<file path="src/rtl/afc_pkg.sv">
// Shared definitions for the AFC loop: comparator codes and FSM state encoding.
package afc_pkg;

    // Comparator codes, also consumed by the band-search FSM.
    localparam logic [2:0] COMP_HOLD   = 3'b000;
    localparam logic [2:0] COMP_FREEZE = 3'b001;
    localparam logic [2:0] COMP_SLOW   = 3'b010;
    localparam logic [2:0] COMP_FAST   = 3'b100;

    // Frequency comparator sequencing states.
    typedef enum logic [2:0] {
        ST_IDLE    = 3'd0,
        ST_SETTLE  = 3'd1,
        ST_MEASURE = 3'd2,
        ST_DECIDE  = 3'd3,
        ST_DONE    = 3'd4
    } afc_state_e;

endpackage

</file>
<file path="src/rtl/afc_edge_counter.sv">
// Synchronises the divided VCO into the clk domain, detects its rising edges
// and counts them with saturation. count_next is the value the counter takes
// at the coming edge, so the owner can capture a window's final count
// including an edge detected in the window's last cycle.
module afc_edge_counter #(
    parameter int CNT_W = 12
) (
    input  logic             clk,
    input  logic             rst,
    input  logic             vco_div,
    input  logic             clr,
    input  logic             en,
    output logic [CNT_W-1:0] count_next
);

    logic             sync1_r;
    logic             sync2_r;
    logic             prev_r;
    logic             edge_s;
    logic             sat_s;
    logic [CNT_W-1:0] count_r;
    logic [CNT_W-1:0] count_next_s;

    // Two-flop synchroniser followed by a delayed copy for edge detection.
    always_ff @(posedge clk) begin
        if (rst) begin
            sync1_r <= 1'b0;
            sync2_r <= 1'b0;
            prev_r  <= 1'b0;
        end else begin
            sync1_r <= vco_div;
            sync2_r <= sync1_r;
            prev_r  <= sync2_r;
        end
    end

    assign edge_s = sync2_r & ~prev_r;
    assign sat_s  = &count_r;

    // Next count: clear wins, otherwise count enabled edges until all-ones.
    always_comb begin
        count_next_s = count_r;
        if (clr) begin
            count_next_s = {CNT_W{1'b0}};
        end else if (en && edge_s && !sat_s) begin
            count_next_s = count_r + CNT_W'(1'b1);
        end else begin
            count_next_s = count_r;
        end
    end

    // Edge count register.
    always_ff @(posedge clk) begin
        if (rst) begin
            count_r <= {CNT_W{1'b0}};
        end else begin
            count_r <= count_next_s;
        end
    end

    assign count_next = count_next_s;

endmodule

</file>
<file path="src/rtl/afc_freq_comparator.sv">
// AFC measurement front end: settle, count VCO edges over a fixed window,
// compare against target +/- TOL and issue a one-cycle FAST/SLOW/FREEZE code.
module afc_freq_comparator
    import afc_pkg::*;
#(
    parameter int CNT_W         = 12,
    parameter int WIN_CYCLES    = 1024,
    parameter int SETTLE_CYCLES = 64,
    parameter int TOL           = 2,
    parameter int MAX_DECISIONS = 6
) (
    input  logic             clk,
    input  logic             rst,
    input  logic             start,
    input  logic             vco_div,
    input  logic [CNT_W-1:0] target_count,
    output logic [2:0]       comp_out,
    output logic [CNT_W-1:0] count_out,
    output logic             busy,
    output logic             done,
    output logic             forced
);

    localparam int TMR_MAX = (WIN_CYCLES > SETTLE_CYCLES) ? WIN_CYCLES : SETTLE_CYCLES;
    localparam int TMR_W   = $clog2(TMR_MAX + 1);
    localparam int DEC_W   = $clog2(MAX_DECISIONS + 1);
    localparam logic [TMR_W-1:0] SETTLE_LAST = TMR_W'(SETTLE_CYCLES - 1);
    localparam logic [TMR_W-1:0] WIN_LAST    = TMR_W'(WIN_CYCLES - 1);
    localparam logic [DEC_W-1:0] DEC_LAST    = DEC_W'(MAX_DECISIONS - 1);
    localparam logic [CNT_W:0]   TOL_EXT     = (CNT_W + 1)'(TOL);

    afc_state_e       state_r, state_s;
    logic [TMR_W-1:0] timer_r, timer_s;
    logic [DEC_W-1:0] dec_cnt_r, dec_cnt_s;
    logic [CNT_W-1:0] target_r, target_s;
    logic [CNT_W-1:0] count_out_r, count_out_s;
    logic [2:0]       comp_r, comp_s;
    logic             busy_r, busy_s;
    logic             done_r, done_s;
    logic             forced_r, forced_s;
    logic             cnt_clr_s;
    logic             cnt_en_s;
    logic [CNT_W-1:0] cnt_next_s;
    logic [CNT_W:0]   count_ext_s;
    logic [CNT_W:0]   upper_s;
    logic [CNT_W:0]   lower_s;
    logic [2:0]       verdict_s;

    afc_edge_counter #(
        .CNT_W (CNT_W)
    ) u_edge_counter (
        .clk        (clk),
        .rst        (rst),
        .vco_div    (vco_div),
        .clr        (cnt_clr_s),
        .en         (cnt_en_s),
        .count_next (cnt_next_s)
    );

    // One extra bit keeps target+TOL from overflowing; lower bound clamps at 0.
    assign count_ext_s = {1'b0, cnt_next_s};
    assign upper_s     = {1'b0, target_r} + TOL_EXT;
    assign lower_s     = ({1'b0, target_r} >= TOL_EXT) ? ({1'b0, target_r} - TOL_EXT)
                                                       : {(CNT_W + 1){1'b0}};

    // Raw verdict of the window that is closing this cycle.
    always_comb begin
        verdict_s = COMP_FREEZE;
        if (count_ext_s > upper_s) begin
            verdict_s = COMP_FAST;
        end else if (count_ext_s < lower_s) begin
            verdict_s = COMP_SLOW;
        end else begin
            verdict_s = COMP_FREEZE;
        end
    end

    // Sequencing: next state, timers, decision budget and next output values.
    always_comb begin
        state_s     = state_r;
        timer_s     = timer_r;
        dec_cnt_s   = dec_cnt_r;
        target_s    = target_r;
        count_out_s = count_out_r;
        comp_s      = COMP_HOLD;
        done_s      = done_r;
        forced_s    = forced_r;
        cnt_clr_s   = 1'b0;
        cnt_en_s    = 1'b0;
        case (state_r)
            ST_IDLE, ST_DONE: begin
                if (start) begin
                    state_s   = ST_SETTLE;
                    timer_s   = {TMR_W{1'b0}};
                    dec_cnt_s = {DEC_W{1'b0}};
                    target_s  = target_count;
                    done_s    = 1'b0;
                    forced_s  = 1'b0;
                end else begin
                    state_s = state_r;
                end
            end
            ST_SETTLE: begin
                cnt_clr_s = 1'b1;
                if (timer_r == SETTLE_LAST) begin
                    state_s = ST_MEASURE;
                    timer_s = {TMR_W{1'b0}};
                end else begin
                    timer_s = timer_r + TMR_W'(1'b1);
                end
            end
            ST_MEASURE: begin
                cnt_en_s = 1'b1;
                if (timer_r == WIN_LAST) begin
                    state_s     = ST_DECIDE;
                    timer_s     = {TMR_W{1'b0}};
                    count_out_s = cnt_next_s;
                    dec_cnt_s   = dec_cnt_r + DEC_W'(1'b1);
                    // The last decision of the budget must end the search.
                    if ((verdict_s != COMP_FREEZE) && (dec_cnt_r == DEC_LAST)) begin
                        comp_s   = COMP_FREEZE;
                        forced_s = 1'b1;
                    end else begin
                        comp_s = verdict_s;
                    end
                end else begin
                    timer_s = timer_r + TMR_W'(1'b1);
                end
            end
            ST_DECIDE: begin
                timer_s = {TMR_W{1'b0}};
                if (comp_r == COMP_FREEZE) begin
                    state_s = ST_DONE;
                    done_s  = 1'b1;
                end else begin
                    state_s = ST_SETTLE;
                end
            end
            default: begin
                state_s = ST_IDLE;
                timer_s = {TMR_W{1'b0}};
            end
        endcase
        busy_s = (state_s == ST_SETTLE) || (state_s == ST_MEASURE) || (state_s == ST_DECIDE);
    end

    // State and output registers.
    always_ff @(posedge clk) begin
        if (rst) begin
            state_r     <= ST_IDLE;
            timer_r     <= {TMR_W{1'b0}};
            dec_cnt_r   <= {DEC_W{1'b0}};
            target_r    <= {CNT_W{1'b0}};
            count_out_r <= {CNT_W{1'b0}};
            comp_r      <= COMP_HOLD;
            busy_r      <= 1'b0;
            done_r      <= 1'b0;
            forced_r    <= 1'b0;
        end else begin
            state_r     <= state_s;
            timer_r     <= timer_s;
            dec_cnt_r   <= dec_cnt_s;
            target_r    <= target_s;
            count_out_r <= count_out_s;
            comp_r      <= comp_s;
            busy_r      <= busy_s;
            done_r      <= done_s;
            forced_r    <= forced_s;
        end
    end

    assign comp_out  = comp_r;
    assign count_out = count_out_r;
    assign busy      = busy_r;
    assign done      = done_r;
    assign forced    = forced_r;

endmodule

</file>
<file path="config.mk">
export PLATFORM = sky130hd
export DESIGN_NAME = afc_freq_comparator
export DESIGN_NICKNAME = d
export VERILOG_FILES = /design/src/rtl/afc_pkg.sv /design/src/rtl/afc_edge_counter.sv /design/src/rtl/afc_freq_comparator.sv
export SDC_FILE = /design/constraint.sdc
export NUM_CORES = 1
export LEC_CHECK = 0
export BUFFER_PORTS_ARGS = -buffer_cell sky130_fd_sc_hd__buf_2
export CORE_MARGIN = 3
export CORE_UTILIZATION = 43
export CTS_CLUSTER_SIZE = 40
export DETAILED_ROUTE_END_ITERATION = 12
export SLEW_MARGIN = 20
export SYNTH_ARGS = -nofsm -noshare
export SYNTH_HDL_FRONTEND = slang
export SYNTH_SLANG_ARGS = --single-unit
</file>
<file path="constraint.sdc">
create_clock -name clk -period 7.5 [get_ports clk]
set_input_delay 0.75 -clock clk [delete_from_list [all_inputs] [get_ports clk]]
set_output_delay 0.75 -clock clk [all_outputs]
set_load 0.02 [all_outputs]
</file>
==> results of run 1 <==
## cells in the final DEF (no fill, tap or decap), types with 7 or more instances in the layout
cell,count
buf_2,33
nand2_1,55
o21ai_0,7
nor2_1,61
mux2i_1,9
clkbuf_8,10
ha_1,25
nor3_1,22
inv_1,10
xor2_1,22
xnor2_1,12
a21oi_1,33
nand3_1,14
dfxtp_1,62
nand4_1,11
## flip-flops by register name (all words and copies together), names as in the netlist
signal	cells
count_out	12
target_r	12
u_edge_counter.count_r	12
timer_r	11
comp_out	3
dec_cnt_r	3
state_r	3
busy	1
done	1
forced	1
u_edge_counter.prev_r	1
u_edge_counter.sync1_r	1
u_edge_counter.sync2_r	1
## how the worst max path moves through the flow
stage,start,to
2_1_floorplan,u_edge_counter.count_r[3],forced
3_3_place_gp,u_edge_counter.count_r[3],forced
3_5_place_dp,u_edge_counter.count_r[3],forced
4_1_cts,u_edge_counter.count_r[3],forced
5_1_grt,u_edge_counter.count_r[0],forced
6_report,u_edge_counter.count_r[3],forced
## kinds of logic after synthesis
group / share of synthesized area
xor+xnor: 0.0795
mux: 0.0301
flops: 0.331
simple gates: 0.313
fa+ha+maj: 0.0865
compound gates: 0.125
buf+inv: 0.0337
## cell type report
cell class,instances,area (sq um)
Sequential cell,62,1240
Clock inverter,4,70.1
Tap cell,105,131
Fill cell,819,4170
Timing Repair Buffer,34,173
Inverter,10,37.5
Clock buffer,12,145
Multi-Input combinational cell,367,2380
## cells in the mapped netlist, types with 2 or more instances
master,count
a211oi_1,5
a21boi_1,3
a21o_1,5
a21oi_1,33
a31oi_1,6
and2_1,4
and3_1,5
and4_1,4
buf_1,4
buf_2,2
clkbuf_1,17
dfxtp_1,62
ha_1,25
inv_1,10
mux2_2,2
mux2i_1,9
nand2_1,55
nand2b_1,5
nand3_1,14
nand4_1,11
nand4_2,2
nor2_1,61
nor2b_1,6
nor3_1,22
nor3b_2,2
nor3b_4,2
nor4_1,5
o211ai_1,2
o21ai_0,7
or2_2,3
or3_1,5
or3b_1,2
or4_1,2
or4b_1,2
xnor2_1,12
xor2_1,22
## through the flow
| stage | util | instances |
|---|---|---|
| 6_report | 0.501 | 594 |
| 5_1_grt | 0.501 | 594 |
| 4_1_cts | 0.501 | 594 |
| 3_5_place_dp | 0.475 | 578 |
| 3_3_place_gp | 0.475 | 578 |
| 2_1_floorplan | - | 462 |
## metal layers
layer | track usage | wire (um) | up-vias
met5 | 0 | 0 | -
met4 | 0.0588 | 140 | 0
met3 | 0.0428 | 307 | 11
met2 | 0.298 | 4090 | 56
met1 | 0.248 | 4280 | 1470
li1 | - | - | 1673
## where the power goes
| group | internal, mW | switching (mW) |
|---|---|---|
| registers | 0.335 | 0.0130 |
| clock network | 0.195 | 0.132 |
| logic | 0.0429 | 0.0637 |
## worst max-delay path, cell delays in order (launching register included)
cell      delay (ns)
dfxtp_1         0.45
nand4_2         0.18
nor4_4          0.51
nor2_2          0.16
and4_1          0.25
xnor2_1         0.19
nor2_1          0.11
ha_1            0.31
nand3_1         0.10
or2_2           0.31
a2111o_1        0.38
a21boi_1        0.22
nor3b_2         0.25
o22ai_1         0.13
a32o_1          0.27
==> impl_summary.log, run 1 <==
INFO  metric status = finished, final reports clean
INFO  metric drc = 0
INFO  metric sequential_share_of_the_synthesized_area = 0.331
INFO  metric ir_worst_vdd = 0.102 mV
INFO  metric initial_drc_count = around 160
INFO  metric r2r-start = u_edge_counter.count_r[3]
INFO  metric place_ws = 3.65 ns
INFO  metric drt_first_pass_iters = 4
INFO  metric max_slew_violation_total_from_the_final_report = 0
INFO  metric drt_wl_total = a little under 9000 um
INFO  metric ant_nets = 0
INFO  metric antenna-diode-count = 0
INFO  metric die_x = slightly below 100 um
INFO  metric ctsResizeCount = 0
INFO  metric synth_edf_count = 0
INFO  metric gr-usage-all-layers = 0.186
INFO  metric clock_sinks = 62
INFO  metric min_delay_worst_endpoint = u_edge_counter.sync2_r
INFO  metric crit-reg2reg-capture = forced
INFO  metric floorplan.initialDensity = 0.449
INFO  metric post_synth.cell_area_avg = 8.11 sq um
INFO  metric portBuffers = 33
INFO  metric core_area = 0.00834 sq mm
INFO  metric clock_path_buffers = 2
INFO  metric wire_per_inst = between 10 and 15 um
INFO  metric period_utilisation_layout = 0.522
INFO  metric tritoncts = done
INFO  metric design.final.nets = ~530
INFO  metric antenna_found_initial = 0
INFO  metric timing.final.crit_period = between 3 and 4 ns
INFO  metric die_area = between 0.009 and 0.01 sq mm
INFO  metric synth.largest_area_cell = dfxtp_1
INFO  metric async_flop_share = 0
INFO  metric cts_inserted_buffers = 9
INFO  metric syn2layout_area_growth = 11.5%
INFO  metric ys_dominant_reg_cell = dfxtp_1
INFO  metric cts.root.buffer_cell = clkbuf_8
INFO  metric cap_violations = 0
INFO  metric grt.overflow.total = 0
INFO  metric synth.yosys.warnings = 0
INFO  metric via_per_inst = around 5.4
INFO  metric transition_time_of_the_tightest_slew_check_pin = between 0.9 and 1 ns
INFO  metric syn_nets = ~500
INFO  metric synth.cell_area = between 0.003 and 0.004 sq mm
INFO  metric via_count_of_the_first_global_routing_pass = between 2k and 3k
INFO  metric placementRows = 33
INFO  metric timing.max_slew.rel_slack = 0.369
INFO  metric dp_hpwl = between 6000 and 7000 um
INFO  metric cp_data_required_time = 7.73 ns
INFO  metric htree_num_levels = 3
INFO  metric cp_max_fo = 8
INFO  metric powerDensity = roughly 190 mW/mm^2
INFO  metric synthCells = 462
INFO  metric final_design_area_no_fill = ~0.0042 sq mm
INFO  metric type_of_the_most_critical_hold_path = reg -> reg
INFO  metric drive_gt1_frac = 0.141
INFO  metric cts.hold.buffers_added = 0
INFO  metric critical_path.endpoint_type = flip-flop
INFO  metric worst_setup_path_start_kind = flip-flop
INFO  metric finalSetupViolCount = 0
INFO  metric achievable-frequency = roughly 260 MHz
INFO  metric postSynthRegisterBits = a little over 60
INFO  metric r2r_slack = roughly 3.6 ns
INFO  metric setup.worst_path.class = reg -> reg
INFO  metric count_of_distinct_cell_types_in_the_synthesized_netlist = 60
INFO  metric grt_max_degree = 54
INFO  metric top_level_ports = 34
INFO  metric clkLatencyLatePin = ~0.34 ns
INFO  metric grt_first_pass_wirelength = 14800 um
INFO  metric synth.area.top_cells = dfxtp_1 (33%), ha_1 (8.4%), nor2_1 (6.1%)
INFO  metric cts.repair_timing.setup_buffer_count = 0
INFO  metric area_share_of_the_largest_cell_type_after_synthesis = 0.331
INFO  metric die_height = approximately 100 um
INFO  metric gp_congestion = approximately 0.86
INFO  metric fin_total_pwr = roughly 0.78 mW
INFO  metric timing.final.ws_setup = 3.58 ns
INFO  metric via_count = roughly 3.2k
INFO  metric worst_hold_slack = about 0.44 ns
INFO  metric clkTransAtPathRegs = about 0.07 ns
INFO  metric data_arrival_critical_path = 4.15 ns
INFO  metric grt_setup_unrepaired = no
INFO  metric origin_of_the_worst_min_delay_path = u_edge_counter.sync1_r
INFO  metric final.setup_skew = about 0.012 ns
INFO  metric setup-tns-final = 0 ns
INFO  metric ff2ff_path_depth = 14
INFO  metric timing.final.hold_violations = 0
INFO  metric leakage = about 1.8 nW
INFO  metric dpl_cell_area = 0.00396 sq mm
INFO  metric hold_depth = 1
(Power assumes the default switching activity.)
==> run 2, diff against run 1 <==
--- a/config.mk
+++ b/config.mk
@@ -5,6 +5,7 @@
 export SDC_FILE = /design/constraint.sdc
 export NUM_CORES = 1
 export LEC_CHECK = 0
+export ABC_AREA = 1
 export BUFFER_PORTS_ARGS = -buffer_cell sky130_fd_sc_hd__buf_2
 export CORE_MARGIN = 3
 export CORE_UTILIZATION = 43
==> constraint.sdc (replaced) <==
create_clock -name clk -period 3.6 [get_ports clk]
set_input_delay 0.36 -clock clk [delete_from_list [all_inputs] [get_ports clk]]
set_output_delay 0.36 -clock clk [all_outputs]
set_load 0.02 [all_outputs]
==> run 2 against run 1 <==
Compared with the run above: highest routed layer unchanged; wire length rose by 1.1%; register-to-register slack got worse by 3.2 ns; sequential power rose by 110%; critical path depth rose by 11; worst setup slack got worse by 3.2 ns; sequential share of layout area fell by 0.87 points; maximum frequency rose by 20%; area after synthesis rose by 3.3%; non-clock buffer count rose by 3; die area rose by 3.1%; clock power rose by 69%; cell count rose by 20%.
==> impl_summary.log, run 2 <==
INFO  metric status = finished, final reports clean
INFO  metric final_design_area_no_fill = 0.00430 sq mm (+3.0%)
INFO  metric top_level_ports = 34 (unchanged)
INFO  metric data_arrival_critical_path = 3.46 ns (-0.69 ns)
INFO  metric crit-reg2reg-capture = forced
INFO  metric wire_per_inst = 12.5 um (-16%)
INFO  metric clock_path_buffers = 2 (unchanged)
INFO  metric leakage = 2.06 nW (+15%)
INFO  metric design.final.nets = 642 (+22%)
INFO  metric synth.area.top_cells = dfxtp_1 (32%), nand2_1 (9.4%), nor2_1 (8.5%)
INFO  metric postSynthRegisterBits = 62 (unchanged)
INFO  metric timing.max_slew.rel_slack = 0.485 (+0.116)
INFO  metric post_synth.cell_area_avg = 6.82 sq um (-16%)
INFO  metric worst_hold_slack = 0.216 ns (-0.225 ns)
INFO  metric min_delay_worst_endpoint = u_edge_counter.sync1_r
INFO  metric setup-tns-final = 0 ns (unchanged)
INFO  metric timing.final.ws_setup = 0.344 ns (-3.24 ns)
INFO  metric syn_nets = 608 (+21%)
INFO  metric die_x = 101 um (+1.5%)
INFO  metric async_flop_share = 0 (unchanged)
INFO  metric critical_path.endpoint_type = flip-flop
INFO  metric num-fill-cells = 860 (+5.0%)
INFO  metric dpl_cell_area = 0.00413 sq mm (+4.3%)
INFO  metric floorplan.initialDensity = 0.457 (+0.00806)
INFO  metric via_per_inst = 5.06 (-6.4%)
INFO  metric synth_edf_count = 0 (unchanged)
INFO  metric drc = 0 (unchanged)
INFO  metric antenna_found_initial = 0 (unchanged)
INFO  metric place_ws = 0.393 ns (-3.26 ns)
INFO  metric fin_total_pwr = 1.50 mW (+91%)
INFO  metric die_height = 101 um (+1.5%)
INFO  metric portBuffers = 33 (unchanged)
INFO  metric dp_hpwl = 6810 um (+3.4%)
INFO  metric layout.core_utilization = 0.508 (+0.00760)
INFO  metric timing.final.crit_period = 3.26 ns (-0.660 ns)
INFO  metric tritoncts = done
INFO  metric area_share_of_the_largest_cell_type_after_synthesis = 0.321 (-0.0106)
INFO  metric grt_max_degree = 29 (-46%)
INFO  metric ff2ff_path_depth = 25 (+11)
INFO  metric antenna-diode-count = 0 (unchanged)
INFO  metric max_slew_violation_total_from_the_final_report = 0 (unchanged)
INFO  metric die_area = 0.0102 sq mm (+3.1%)
INFO  metric finalSetupViolCount = 0 (unchanged)
INFO  metric clkLatencyLatePin = 0.35 ns (about the same)
INFO  metric grt.overflow.total = 0 (unchanged)
INFO  metric cts.root.buffer_cell = clkbuf_8
INFO  metric period_utilisation_layout = 0.904 (+0.382)
INFO  metric gr-usage-all-layers = 0.183 (-0.00291)
INFO  metric synth.most_common_cell = nand2_1
INFO  metric synth.cell_area = 0.00387 sq mm (+3.3%)
INFO  metric grt_first_pass_wirelength = 14800 um (about the same)
INFO  metric synth.largest_area_cell = dfxtp_1
INFO  metric powerDensity = 348 mW/mm^2 (+86%)
INFO  metric most_instantiated_cells_after_synthesis = nand2_1 (97), nor2_1 (88), inv_1 (78), dfxtp_1 (62), a21oi_1 (38)
INFO  metric count_of_distinct_cell_types_in_the_synthesized_netlist = 47 (-22%)
INFO  metric hold_depth = 3 (+2)
INFO  metric placementRows = 33 (unchanged)
INFO  metric gp_congestion = 0.872 (+1.1%)
INFO  metric commonest_non_fill_non_tap_cell_in_the_layout = nand2_1
INFO  metric grt_setup_unrepaired = no
INFO  metric htree_num_levels = 3 (unchanged)
INFO  metric synthCells = 567 (+23%)
INFO  metric final.setup_skew = 0.00697 ns (-0.00501 ns)
INFO  metric r2r-start = u_edge_counter.count_r[0]
INFO  metric initial_drc_count = 109 (-30%)
INFO  metric origin_of_the_worst_min_delay_path = vco_div
INFO  metric cp_max_fo = 7 (-1)
INFO  metric r2r_slack = 0.34 ns (-3.24 ns)
INFO  metric final-instance-count-excl-fill = 711 (+20%)
INFO  metric drt_first_pass_iters = 4 (unchanged)
INFO  metric cts_inserted_buffers = 9 (unchanged)
INFO  metric synth.yosys.warnings = 0 (unchanged)
INFO  metric timing.final.hold_violations = 0 (unchanged)
INFO  metric cts.repair_timing.setup_buffer_count = 0 (unchanged)
INFO  metric ir_worst_vdd = 0.159 mV (+57%)
INFO  metric worst_setup_path_start_kind = flip-flop
INFO  metric core_area = 0.00846 sq mm (+1.5%)
INFO  metric drt_wl_total = 8920 um (+1.1%)
INFO  metric via_count = 3598 (+12%)
INFO  metric transition_time_of_the_tightest_slew_check_pin = 0.771 ns (-0.175 ns)
INFO  metric setup.worst_path.class = reg -> reg
INFO  metric type_of_the_most_critical_hold_path = in -> reg
INFO  metric cp_data_required_time = 3.80 ns (-3.93 ns)
INFO  metric ant_nets = 0 (unchanged)
INFO  metric clock_sinks = 62 (unchanged)
INFO  metric placed_cells_incl_taps = 695 (+20%)
INFO  metric clkTransAtPathRegs = 0.07 ns (about the same)
INFO  metric via_count_of_the_first_global_routing_pass = 3242 (+8.8%)
INFO  metric drive_gt1_frac = 0.149 (+0.00741)
INFO  metric syn2layout_area_growth = 11.2%
INFO  metric cap_violations = 0 (unchanged)
INFO  metric layout_common_cells = nand2_1 (97), nor2_1 (88), inv_1 (78)
INFO  metric achievable-frequency = 307 MHz (+20%)
INFO  metric ys_dominant_reg_cell = dfxtp_1
INFO  metric sequential_share_of_the_synthesized_area = 0.321 (-0.0106)
-- run 2: cell count changes after synthesis, moves of 7 or more --
cell,previous run,this run
clkbuf_1,17,6
inv_1,10,78
mux2i_1,9,0
nand2_1,55,97
nand3_1,14,35
nor2_1,61,88
nor3_1,22,12
o21ai_0,7,35
xnor2_1,12,0
xor2_1,22,15
-- run 2: where the power goes --
group,internal (mW),switching [mW],leakage (nW),total [mW]
Sequential,0.701,0.0171,0.503,0.718
Clock,0.250,0.301,0.0858,0.552
Combinational,0.0775,0.149,1.47,0.227
Total,1.03,0.468,2.06,1.50
-- run 2: cells by family after synthesis --
group,Yosys count,share of synthesized area
simple gates,274,0.330
buf+inv,98,0.0990
compound gates,93,0.135
flops,62,0.321
fa+ha+maj,25,0.0809
xor+xnor,15,0.0340
-- run 2: worst max-delay path, cell delays in order, from the launching register on --
cell     delay [ns]
dfxtp_1        0.34
ha_1           0.25
inv_1          0.08
nor2_1         0.06
nand3_2        0.12
nand2_4        0.09
inv_4          0.10
nand3_4        0.08
nor2_4         0.10
nand3_2        0.08
nor2_2         0.11
nand3_1        0.09
xor2_1         0.15
or2_4          0.24
inv_1          0.08
ha_1           0.24
a21oi_1        0.18
nor2_1         0.07
a21oi_1        0.12
nand2_1        0.07
nor2_1         0.10
nand2_1        0.08
nand2_2        0.08
nand2_2        0.07
nand4_1        0.07
a21oi_1        0.06
-- run 2: how the worst max path moves through the flow --
| stage | startpoint | endpoint | slack, ns | cells past startpoint |
|---|---|---|---|---|
| after global routing | u_edge_counter.count_r[0] | forced | 0.02 | 27 |
| after floorplan | u_edge_counter.count_r[0] | comp_out[1] | 0.69 | 28 |
| final | u_edge_counter.count_r[0] | forced | 0.34 | 25 |
| after detailed placement | u_edge_counter.count_r[1] | comp_out[1] | 0.39 | 28 |
| after global placement | u_edge_counter.count_r[0] | comp_out[1] | 0.49 | 28 |
| after CTS | u_edge_counter.count_r[0] | forced | 0.37 | 25 |
-- run 2: per-layer routing --
| layer | wire (um) | part of all wire | up-vias | GRT usage |
|---|---|---|---|---|
| met5 | 0 | 0 | - | 0 |
| met4 | 113 | 0.013 | 0 | 0.0591 |
| met3 | 339 | 0.038 | 10 | 0.0429 |
| met2 | 4150 | 0.46 | 67 | 0.297 |
| met1 | 4320 | 0.48 | 1620 | 0.239 |
| li1 | - | - | 1901 | - |
-- run 2: timing repair --
item | in CTS | in global routing
endpoints found under the setup margin | 0 | 1
gates resized for setup | 0 | 1
hold buffers | 0 | 0
-- run 2: final cells by class --
cell class / count / area [sq um] / area share
Clock inverter: 7 / 47.5 / 0.0111
Clock buffer: 9 / 124 / 0.0288
Multi-Input combinational cell: 407 / 2240 / 0.522
Sequential cell: 62 / 1240 / 0.289
Tap cell: 105 / 131 / 0.0305
Inverter: 84 / 318 / 0.0739
Timing Repair Buffer: 37 / 195 / 0.0454
==> run 3, diff against run 2 <==
--- a/config.mk
+++ b/config.mk
@@ -11,6 +11,7 @@
 export CORE_UTILIZATION = 43
 export CTS_CLUSTER_SIZE = 40
 export DETAILED_ROUTE_END_ITERATION = 12
+export RECOVER_POWER = 25
 export SLEW_MARGIN = 20
 export SYNTH_ARGS = -nofsm -noshare
 export SYNTH_HDL_FRONTEND = slang
==> run 3 against run 2 <==
Compared with the run above: highest routed layer unchanged; power about the same; sequential power about the same; die area unchanged; hold slack about the same; clock-buffer cell count unchanged; wire length about the same; core utilization decreased by 0.25 points; critical path depth unchanged.
==> impl_summary.log, run 3 (synthesis gave the netlist of run 2 again) <==
INFO  metric critical_path.endpoint_type = flip-flop
INFO  metric clock_path_buffers = 2 (unchanged)
INFO  metric via_count = 3582 (-0.44%)
INFO  metric data_arrival_critical_path = 3.48 ns (+0.02 ns)
INFO  metric achievable-frequency = 305 MHz (-0.73%)
INFO  metric top_level_ports = 34 (unchanged)
INFO  metric ant_nets = 0 (unchanged)
INFO  metric via_per_inst = 5.04 (-0.44%)
INFO  metric ff2ff_path_depth = 25 (unchanged)
INFO  metric crit_path_end = forced
INFO  metric floorplan.initialDensity = 0.457 (unchanged)
INFO  metric setup.worst_path.class = reg -> reg
INFO  metric leakage = 1.99 nW (-3.6%)
INFO  metric drc = 0 (unchanged)
INFO  metric syn2layout_area_growth = 10.6%
INFO  metric layout_common_cells = nand2_1 (97), nor2_1 (88), inv_1 (78)
INFO  metric combPwrFrac = 0.151 (about the same)
INFO  metric power_switching_share = 0.313 (about the same)
INFO  metric power_switching = 0.468 mW (about the same)
INFO  metric type_of_the_most_critical_hold_path = in -> reg
INFO  metric initial_drc_count = 115 (+5.5%)
INFO  metric period_utilisation_layout = 0.911 (+0.00661)
INFO  metric dp_hpwl = 6810 um (unchanged)
INFO  metric power_frac_seq = 0.480 (about the same)
INFO  metric drive_gt1_frac = 0.120 (-0.0281)
INFO  metric design_internal_power = 1.03 mW (about the same)
INFO  metric clock_sinks = 62 (unchanged)
INFO  metric grt.overflow.total = 0 (unchanged)
INFO  metric portBuffers = 33 (unchanged)
INFO  metric powerDensity = 350 mW/mm^2 (+0.50%)
INFO  metric gp_congestion = 0.872 (unchanged)
INFO  metric cts.repair_timing.setup_buffer_count = 0 (unchanged)
INFO  metric placed_cells_incl_taps = 695 (unchanged)
INFO  metric crit-reg2reg-capture = forced
INFO  metric htree_num_levels = 3 (unchanged)
INFO  metric cp_data_required_time = 3.81 ns (about the same)
INFO  metric final.setup_skew = 0.00685 ns (-0.000122 ns)
INFO  metric die_x = 101 um (unchanged)
INFO  metric die_height = 101 um (unchanged)
INFO  metric num-fill-cells = 870 (+1.2%)
INFO  metric antenna_found_initial = 0 (unchanged)
INFO  metric r2r-start = u_edge_counter.count_r[0]
INFO  metric clkTransAtPathRegs = 0.07 ns (about the same)
INFO  metric gr-usage-all-layers = 0.183 (unchanged)
INFO  metric cts.root.buffer_cell = clkbuf_8
INFO  metric ctsResizeCount = 0 (unchanged)
INFO  metric die_area = 0.0102 sq mm (unchanged)
INFO  metric max_slew_violation_total_from_the_final_report = 0 (unchanged)
INFO  metric placementRows = 33 (unchanged)
INFO  metric cp_max_fo = 7 (unchanged)
INFO  metric cap_violations = 0 (unchanged)
INFO  metric cts.hold.buffers_added = 0 (unchanged)
INFO  metric timing.max_slew.rel_slack = 0.485 (about the same)
INFO  metric drt_wl_total = 8920 um (about the same)
INFO  metric ir_worst_vdd = 0.160 mV (+0.12%)
INFO  metric transition_time_of_the_tightest_slew_check_pin = 0.771 ns (-0.0000471 ns)
INFO  metric grt_setup_unrepaired = no
INFO  metric tritoncts = done
INFO  metric commonest_non_fill_non_tap_cell_in_the_layout = nand2_1
INFO  metric grt_first_pass_wirelength = 14800 um (unchanged)
INFO  metric timing.final.hold_violations = 0 (unchanged)
INFO  metric final-instance-count-excl-fill = 711 (unchanged)
INFO  metric status = finished, final reports clean
INFO  metric grt_max_degree = 29 (unchanged)
INFO  metric worst_setup_path_start_kind = flip-flop
INFO  metric wire_per_inst = 12.5 um (about the same)
INFO  metric setup-tns-final = 0 ns (unchanged)
INFO  metric clkLatencyLatePin = 0.35 ns (about the same)
INFO  metric core_area = 0.00846 sq mm (unchanged)
INFO  metric startpoint = u_edge_counter.count_r[0]
INFO  metric cts_inserted_buffers = 9 (unchanged)
INFO  metric pwr-share-clk = 0.369 (about the same)
INFO  metric antenna-diode-count = 0 (unchanged)
INFO  metric via_count_of_the_first_global_routing_pass = 3242 (unchanged)
INFO  metric r2r_slack = 0.32 ns (-0.02 ns)
INFO  metric finalSetupViolCount = 0 (unchanged)
INFO  metric design.final.nets = 642 (unchanged)
INFO  metric drt_first_pass_iters = 5 (+1)
INFO  metric timing.final.crit_period = 3.28 ns (+0.0238 ns)
run 3: worst min path at each step:
stage / cells past startpoint / end / slack, ns / startpoint
after floorplan: 2 / u_edge_counter.sync2_r / 0.39 / u_edge_counter.sync1_r
after global placement: 2 / u_edge_counter.sync2_r / 0.39 / u_edge_counter.sync1_r
after detailed placement: 2 / u_edge_counter.sync2_r / 0.40 / u_edge_counter.sync1_r
after CTS: 3 / u_edge_counter.sync1_r / 0.20 / vco_div
after global routing: 3 / u_edge_counter.sync1_r / 0.21 / vco_div
final: 3 / u_edge_counter.sync1_r / 0.22 / vco_div
run 3: per-stage QoR:
step | cell area, sq um | utilization | total power, mW | setup slack (ns) | hold slack, ns
6_report | 4280 | 0.506 | 1.50 | 0.320 | 0.216
3_3_place_gp | 4130 | 0.488 | 0.957 | 0.491 | 0.391
2_1_floorplan | 3870 | - | 0.905 | 0.686 | 0.388
5_1_grt | 4280 | 0.506 | 1.58 | 0.0202 | 0.211
3_5_place_dp | 4130 | 0.488 | 0.961 | 0.393 | 0.396
4_1_cts | 4300 | 0.508 | 1.51 | 0.367 | 0.200
run 3: area by class of cell:
type / count / area (sq um) / area share
clock inverter: 7 / 47.5 / 0.0111
clock buffer: 9 / 124 / 0.0289
multi-input combinational: 407 / 2240 / 0.524
timing repair buffer: 37 / 174 / 0.0406
inverter: 84 / 318 / 0.0742
tap: 105 / 131 / 0.0307
sequential: 62 / 1240 / 0.290
run 3: critical path, stage by stage (launching register included):
cell	delay, ns
dfxtp_1	0.34
ha_1	0.25
inv_1	0.08
nor2_1	0.06
nand3_2	0.12
nand2_4	0.09
inv_4	0.10
nand3_4	0.08
nor2_4	0.10
nand3_2	0.08
nor2_2	0.11
nand3_1	0.09
xor2_1	0.15
or2_4	0.24
inv_1	0.08
ha_1	0.24
a21oi_1	0.18
nor2_1	0.07
a21oi_1	0.13
nand2_1	0.08
nor2_1	0.10
nand2_1	0.08
nand2_2	0.08
nand2_2	0.07
nand4_1	0.07
a21oi_1	0.06
run 3: routing by layer:
metal  part of all wire  GRT usage
met1               0.49      0.239
met2               0.47      0.297
met3              0.038     0.0429
met4             0.0081     0.0591
met5                  0          0
run 3: power by group through the flow:
stage	combinational [mW]	sequential, mW	clock (mW)
2_1_floorplan	0.177	0.728	0
5_1_grt	0.262	0.720	0.598
3_5_place_dp	0.228	0.734	0
6_report	0.226	0.718	0.552
4_1_cts	0.228	0.718	0.567
3_3_place_gp	0.223	0.734	0
